$ cat config.mk
export PLATFORM = sky130hd
export DESIGN_NAME = if_fetch_flat
export DESIGN_NICKNAME = d
export VERILOG_FILES = /design/src/rtl/if_fetch_if.sv /design/src/rtl/if_fetch.sv /design/src/flat_wrapper.sv
export SDC_FILE = /design/constraint.sdc
export NUM_CORES = 1
export LEC_CHECK = 0
export ABC_CLOCK_PERIOD_IN_PS = 2500
export CAP_MARGIN = 10
export CORE_MARGIN = 1.5
export CORE_UTILIZATION = 40
export DETAILED_ROUTE_END_ITERATION = 8
export PLACE_DENSITY = 0.74
export SYNTH_ARGS = -nofsm -noshare
export SYNTH_HDL_FRONTEND = slang
export SYNTH_SLANG_ARGS = --single-unit
$ cat constraint.sdc
create_clock -name clk -period 2.5 [get_ports clk]
set_input_delay 0.5 -clock clk [delete_from_list [all_inputs] [get_ports clk]]
set_output_delay 0.5 -clock clk [all_outputs]
set_load 0.005 [all_outputs]
$ cat src/rtl/if_fetch_if.sv
// Byte-wide read bus between the fetch stage and the memory controller.
// A request is accepted, and its data is valid, in the same cycle that mem_ack_i is high.
interface if_fetch_if;
  logic        mem_req_o;
  logic [31:0] mem_addr_o;
  logic        mem_ack_i;
  logic [7:0]  mem_data_i;

  modport master (
    output mem_req_o,
    output mem_addr_o,
    input  mem_ack_i,
    input  mem_data_i
  );

  modport slave (
    input  mem_req_o,
    input  mem_addr_o,
    output mem_ack_i,
    output mem_data_i
  );
endinterface

$ cat src/rtl/if_fetch.sv
// Instruction-fetch stage: assembles each 32-bit instruction from four little-endian byte reads
// and hands it to IF/ID, stalling the pipe until a complete instruction is ready.
module if_fetch #(
  parameter logic [31:0] RESET_PC = 32'h0000_0000,
  parameter int unsigned XLEN     = 32
) (
  input  logic            clk,
  input  logic            rst,
  input  logic [5:0]      stall_i,
  input  logic            jump,
  input  logic [31:0]     jump_addr,
  if_fetch_if.master      mem,
  output logic [31:0]     if_pc,
  output logic [31:0]     if_inst,
  output logic            inst_valid,
  output logic            stallreq_o
);

  typedef enum logic [0:0] {SFetch, SReady} state_e;

  state_e      st;
  logic [31:0] pc;
  logic [31:0] inst_buf;
  logic [1:0]  byte_cnt;
  logic        take_byte;

  // Outputs are forced idle while reset is held, independent of register contents.
  always_comb begin
    mem.mem_req_o  = rst && (st == SFetch) && !jump;
    mem.mem_addr_o = pc + {30'd0, byte_cnt};
    stallreq_o     = rst && (st == SFetch);
    inst_valid     = rst && (st == SReady);
    if_pc          = pc;
    if_inst        = inst_buf;
    take_byte      = mem.mem_ack_i && mem.mem_req_o;
  end

  always_ff @(posedge clk) begin
    if (!rst) begin
      pc       <= RESET_PC;
      inst_buf <= '0;
      byte_cnt <= '0;
      st       <= SFetch;
    end else if (jump) begin
      // IF/ID flushes on jump, so a ready instruction is dropped rather than consumed.
      pc       <= jump_addr;
      byte_cnt <= '0;
      st       <= SFetch;
    end else begin
      unique case (st)
        SFetch: begin
          if (take_byte) begin
            inst_buf[{byte_cnt, 3'b000} +: 8] <= mem.mem_data_i;
            byte_cnt                          <= byte_cnt + 2'd1;
            if (byte_cnt == 2'd3) begin
              st <= SReady;
            end
          end
        end
        SReady: begin
          if (!stall_i[1]) begin
            pc       <= pc + 32'd4;
            byte_cnt <= '0;
            st       <= SFetch;
          end
        end
        default: st <= SFetch;
      endcase
    end
  end

endmodule

$ cat src/flat_wrapper.sv
// flat-port wrapper written by rule: the top's interface ports become plain ports
module if_fetch_flat 
#(
  parameter logic [31:0] RESET_PC = 32'h0000_0000,
  parameter int unsigned XLEN     = 32
)
  (clk, rst, stall_i, jump, jump_addr, if_pc, if_inst, inst_valid, stallreq_o, mem_mem_req_o, mem_mem_addr_o, mem_mem_ack_i, mem_mem_data_i);
  if_fetch_if mem_i ();
  input  logic clk;
  input  logic rst;
  input  logic [5:0] stall_i;
  input  logic jump;
  input  logic [31:0] jump_addr;
  output logic [31:0] if_pc;
  output logic [31:0] if_inst;
  output logic inst_valid;
  output logic stallreq_o;
  output wire logic [$bits(mem_i.mem_req_o)-1:0] mem_mem_req_o;
  output wire logic [$bits(mem_i.mem_addr_o)-1:0] mem_mem_addr_o;
  input wire logic [$bits(mem_i.mem_ack_i)-1:0] mem_mem_ack_i;
  input wire logic [$bits(mem_i.mem_data_i)-1:0] mem_mem_data_i;
  assign mem_mem_req_o = mem_i.mem_req_o;
  assign mem_mem_addr_o = mem_i.mem_addr_o;
  assign mem_i.mem_ack_i = mem_mem_ack_i;
  assign mem_i.mem_data_i = mem_mem_data_i;
  if_fetch #(.RESET_PC(RESET_PC), .XLEN(XLEN)) u_core (.clk(clk), .rst(rst), .stall_i(stall_i), .jump(jump), .jump_addr(jump_addr), .mem(mem_i), .if_pc(if_pc), .if_inst(if_inst), .inst_valid(inst_valid), .stallreq_o(stallreq_o));
endmodule
==> out/summary.txt <==
Syn Area/Cell - 8.15 µm²
Setup CP Type - reg2out
Slowest cell on crit path - dfxtp_2
Hold Crit Class - reg2reg
Yosys reg bits - 67
worst-margin pin slew - 651 ps
Crit path largest cell delay - 330 ps
RSZ-0062 raised after global routing - yes
Max IR drop VDD - 0.313 mV
Die Height - 103 µm
Pins Over Slew Limit - 0
CP endpoint kind - output port
placed cells - 790
final hold slack - 451 ps
most common cell in the netlist - dfxtp_1
Buf+Inv Stages, Crit Path - 5
Critical Path RT - 2000 ps
Commonest cells post-synth - dfxtp_1, nand2_1, nand3_1, a21oi_1, xnor2_1
cts hold-fix bufs - 0
H-tree Lvls - 3
Max Cap Viol - 0
clock buffer depth - 2
syn nets - 546
Final Cycle Share - 1.08
final hold violations - 0
root buffer cell - clkbuf_8
total grt overflow - 0
top cell type by total area after synthesis - dfxtp_1
fraction of layout cells with a size suffix above 1 - 0.264
Ports - 149
Final #Nets - 746
Max Clock Freq - 0.372 GHz
FFs w/ async S/R, synth - 0
Initial Util - 0.410
GP Congestion - 0.922
Area growth syn-to-layout - 61.1%
worst path cell trace - buf_6 > ha_4 > a21o_1 > nor4b_4 > buf_4 > buf_4 > buf_6 > nand3_2 > xnor2_2 > buf_2
total power - 2.77 mW
drt wl/cell - 17.0 µm
Die Area - 0.0105 mm²
total number of yosys warnings - 0
Yosys cell types - 61
Skew-Pair Late Insertion Delay - 350 ps
Worst Path Max Fanout - 4
DRT Wirelength - 14,000 µm
Most used DFF post-synth - dfxtp_1
global-route wire length before repair - 21,200 µm
DR vias/cell - 5.46
Post-synth EDFFs - 0
Synth area leaders - dfxtp_1, xnor2_1, nand3_1, a21oi_1, nand2_1
outcome - complete, but fails checks
Core Area - 0.00968 mm²
skew final - 8.54 ps
CP top delay family - buffers and inverters
Mapped Cells - 487
Worst setup SP type - flop
Setup-failing EPs final - 21
CTS sink cnt - 67
antenna violations before repair - 0
Die W - 103 µm
via count - 4,507
DRT Pass-1 Iters - 5
Slew HR - 0.563
largest net degree at the start of global routing - 51
Post-Layout Cell Count - 825
TritonCTS clock tree - built
setup ws final - -191 ps
Final TNS setup - -1390 ps
ANT cells - 0
IO buf count - 143
vias in the first global route - 4,234
DRC - 0
failing checks - negative setup slack
crit path time final - 2690 ps
sequential share of the synthesized area - 0.338
Static Leak - 2.52 nW
PwrDens - 433 mW/mm²
Initial DRC Count - 283
DP Wirelength - 9530 µm
Worst EP arrival - 2190 ps
Tot GR Track Use - 0.261
total CTS buffers - 9
Clock transition at path regs - 70 ps
FILL cells - 773
row cnt - 36
synthesized area - 0.00397 mm²
Yosys top cell area share - 0.338
DRT antenna net count - 0
-- placed cells by master, fill, tap and decap left out, types with 4 or more instances in the layout --
master | netlist | routed
mux2i_1 | 4 | 4
clkbuf_8 | 6 | 9
inv_1 | 11 | 9
nand3_1 | 42 | 32
nand4_1 | 19 | 19
nor2_1 | 31 | 28
xor2_1 | 9 | 8
a31oi_1 | 7 | 7
o21ai_0 | 24 | 24
xnor2_2 | 0 | 6
nor2b_1 | 4 | 4
buf_6 | 1 | 21
nand3_2 | 1 | 7
buf_4 | 4 | 66
nand3_4 | 1 | 5
buf_2 | 8 | 26
nand2_2 | 0 | 4
clkdlybuf4s50_1 | 0 | 113
or3_1 | 5 | 5
and2_1 | 7 | 7
nor4_1 | 6 | 5
dfxtp_1 | 67 | 63
a311oi_1 | 5 | 5
and3_1 | 4 | 4
a211oi_1 | 4 | 4
nor3_1 | 15 | 13
xnor2_1 | 32 | 26
and4_1 | 7 | 7
a21oi_1 | 37 | 37
nand2_1 | 48 | 44
ha_1 | 8 | 6
a22oi_1 | 9 | 9
-- cell families after synthesis --
group / Yosys count / synth area share
AO/OA/AOI/OAI: 100 / 0.154
XOR/XNOR: 41 / 0.0905
adder cells (fa/ha/maj): 9 / 0.0303
buffers and inverters: 53 / 0.0760
flip-flops: 67 / 0.338
multiplexers: 4 / 0.0101
AND/OR/NAND/NOR: 213 / 0.301
-- through the flow --
stage | utilization | area (µm²) | setup slack, ps
6_report | 0.660 | 6400 | -191
5_1_grt | 0.660 | 6400 | -266
4_1_cts | 0.649 | 6280 | -205
3_5_place_dp | 0.602 | 5830 | -220
3_3_place_gp | 0.602 | 5830 | -176
2_1_floorplan | - | 3970 | 105
-- per-layer routing --
layer	wire, µm	vias to the layer above	GRT usage
met3	763	35	0.0502
met4	373	0	0.106
met5	0	-	0
li1	-	2141	-
met2	6830	165	0.429
met1	6070	2166	0.336
-- repair_timing --
| action | 4_1_cts | 5_1_grt |
|---|---|---|
| gates cloned | 1 | 0 |
| endpoints found under the setup margin | 30 | 28 |
| pin swaps | 39 | 24 |
| buffers inserted | 18 | 8 |
| gates resized for setup | 159 | 31 |
| endpoints found under the hold margin | 0 | 0 |
-- power by group --
part	switching [mW]	total, mW	internal (mW)
Combinational	0.230	0.510	0.281
Clock	0.441	1.11	0.667
Sequential	0.0446	1.15	1.11
-- path summary, 6_finish.rpt --
kind | from | to | slack, ps | cells past startpoint
setup / recovery | u_core.byte_cnt[1] | mem_mem_addr_o[13] | -190 | 10
hold / removal | u_core.if_inst[20] | u_core.if_inst[20] | 450 | 2
setup reg to reg | u_core.if_pc[2] | u_core.if_pc[16] | 210 | 7
hold reg to reg | u_core.if_inst[20] | u_core.if_inst[20] | 450 | 2
-- sequential cells by signal, indices dropped and copies added (netlist names) --
register / cells
u_core.st: 1
u_core.byte_cnt: 2
u_core.if_inst: 32
u_core.if_pc: 32
-- area by class of cell --
type                    count  area, µm²  share of cell area
well taps                 133        166              0.0260
multi-input cells         367       2570               0.403
clock buffers              10        128              0.0200
inverters                  12       45.0             0.00704
clock inverters             6        113              0.0176
flip-flops and latches     67       1350               0.211
repair buffers            230       2020               0.316
-- worst reg2reg max path, stage by stage, from the launching register on --
cell	delay, ps
dfxtp_1	350
ha_1	210
nand4_2	180
buf_4	210
buf_4	160
nor3_1	550
a21boi_0	240
o221a_2	280
(Power assumes the default switching activity.)
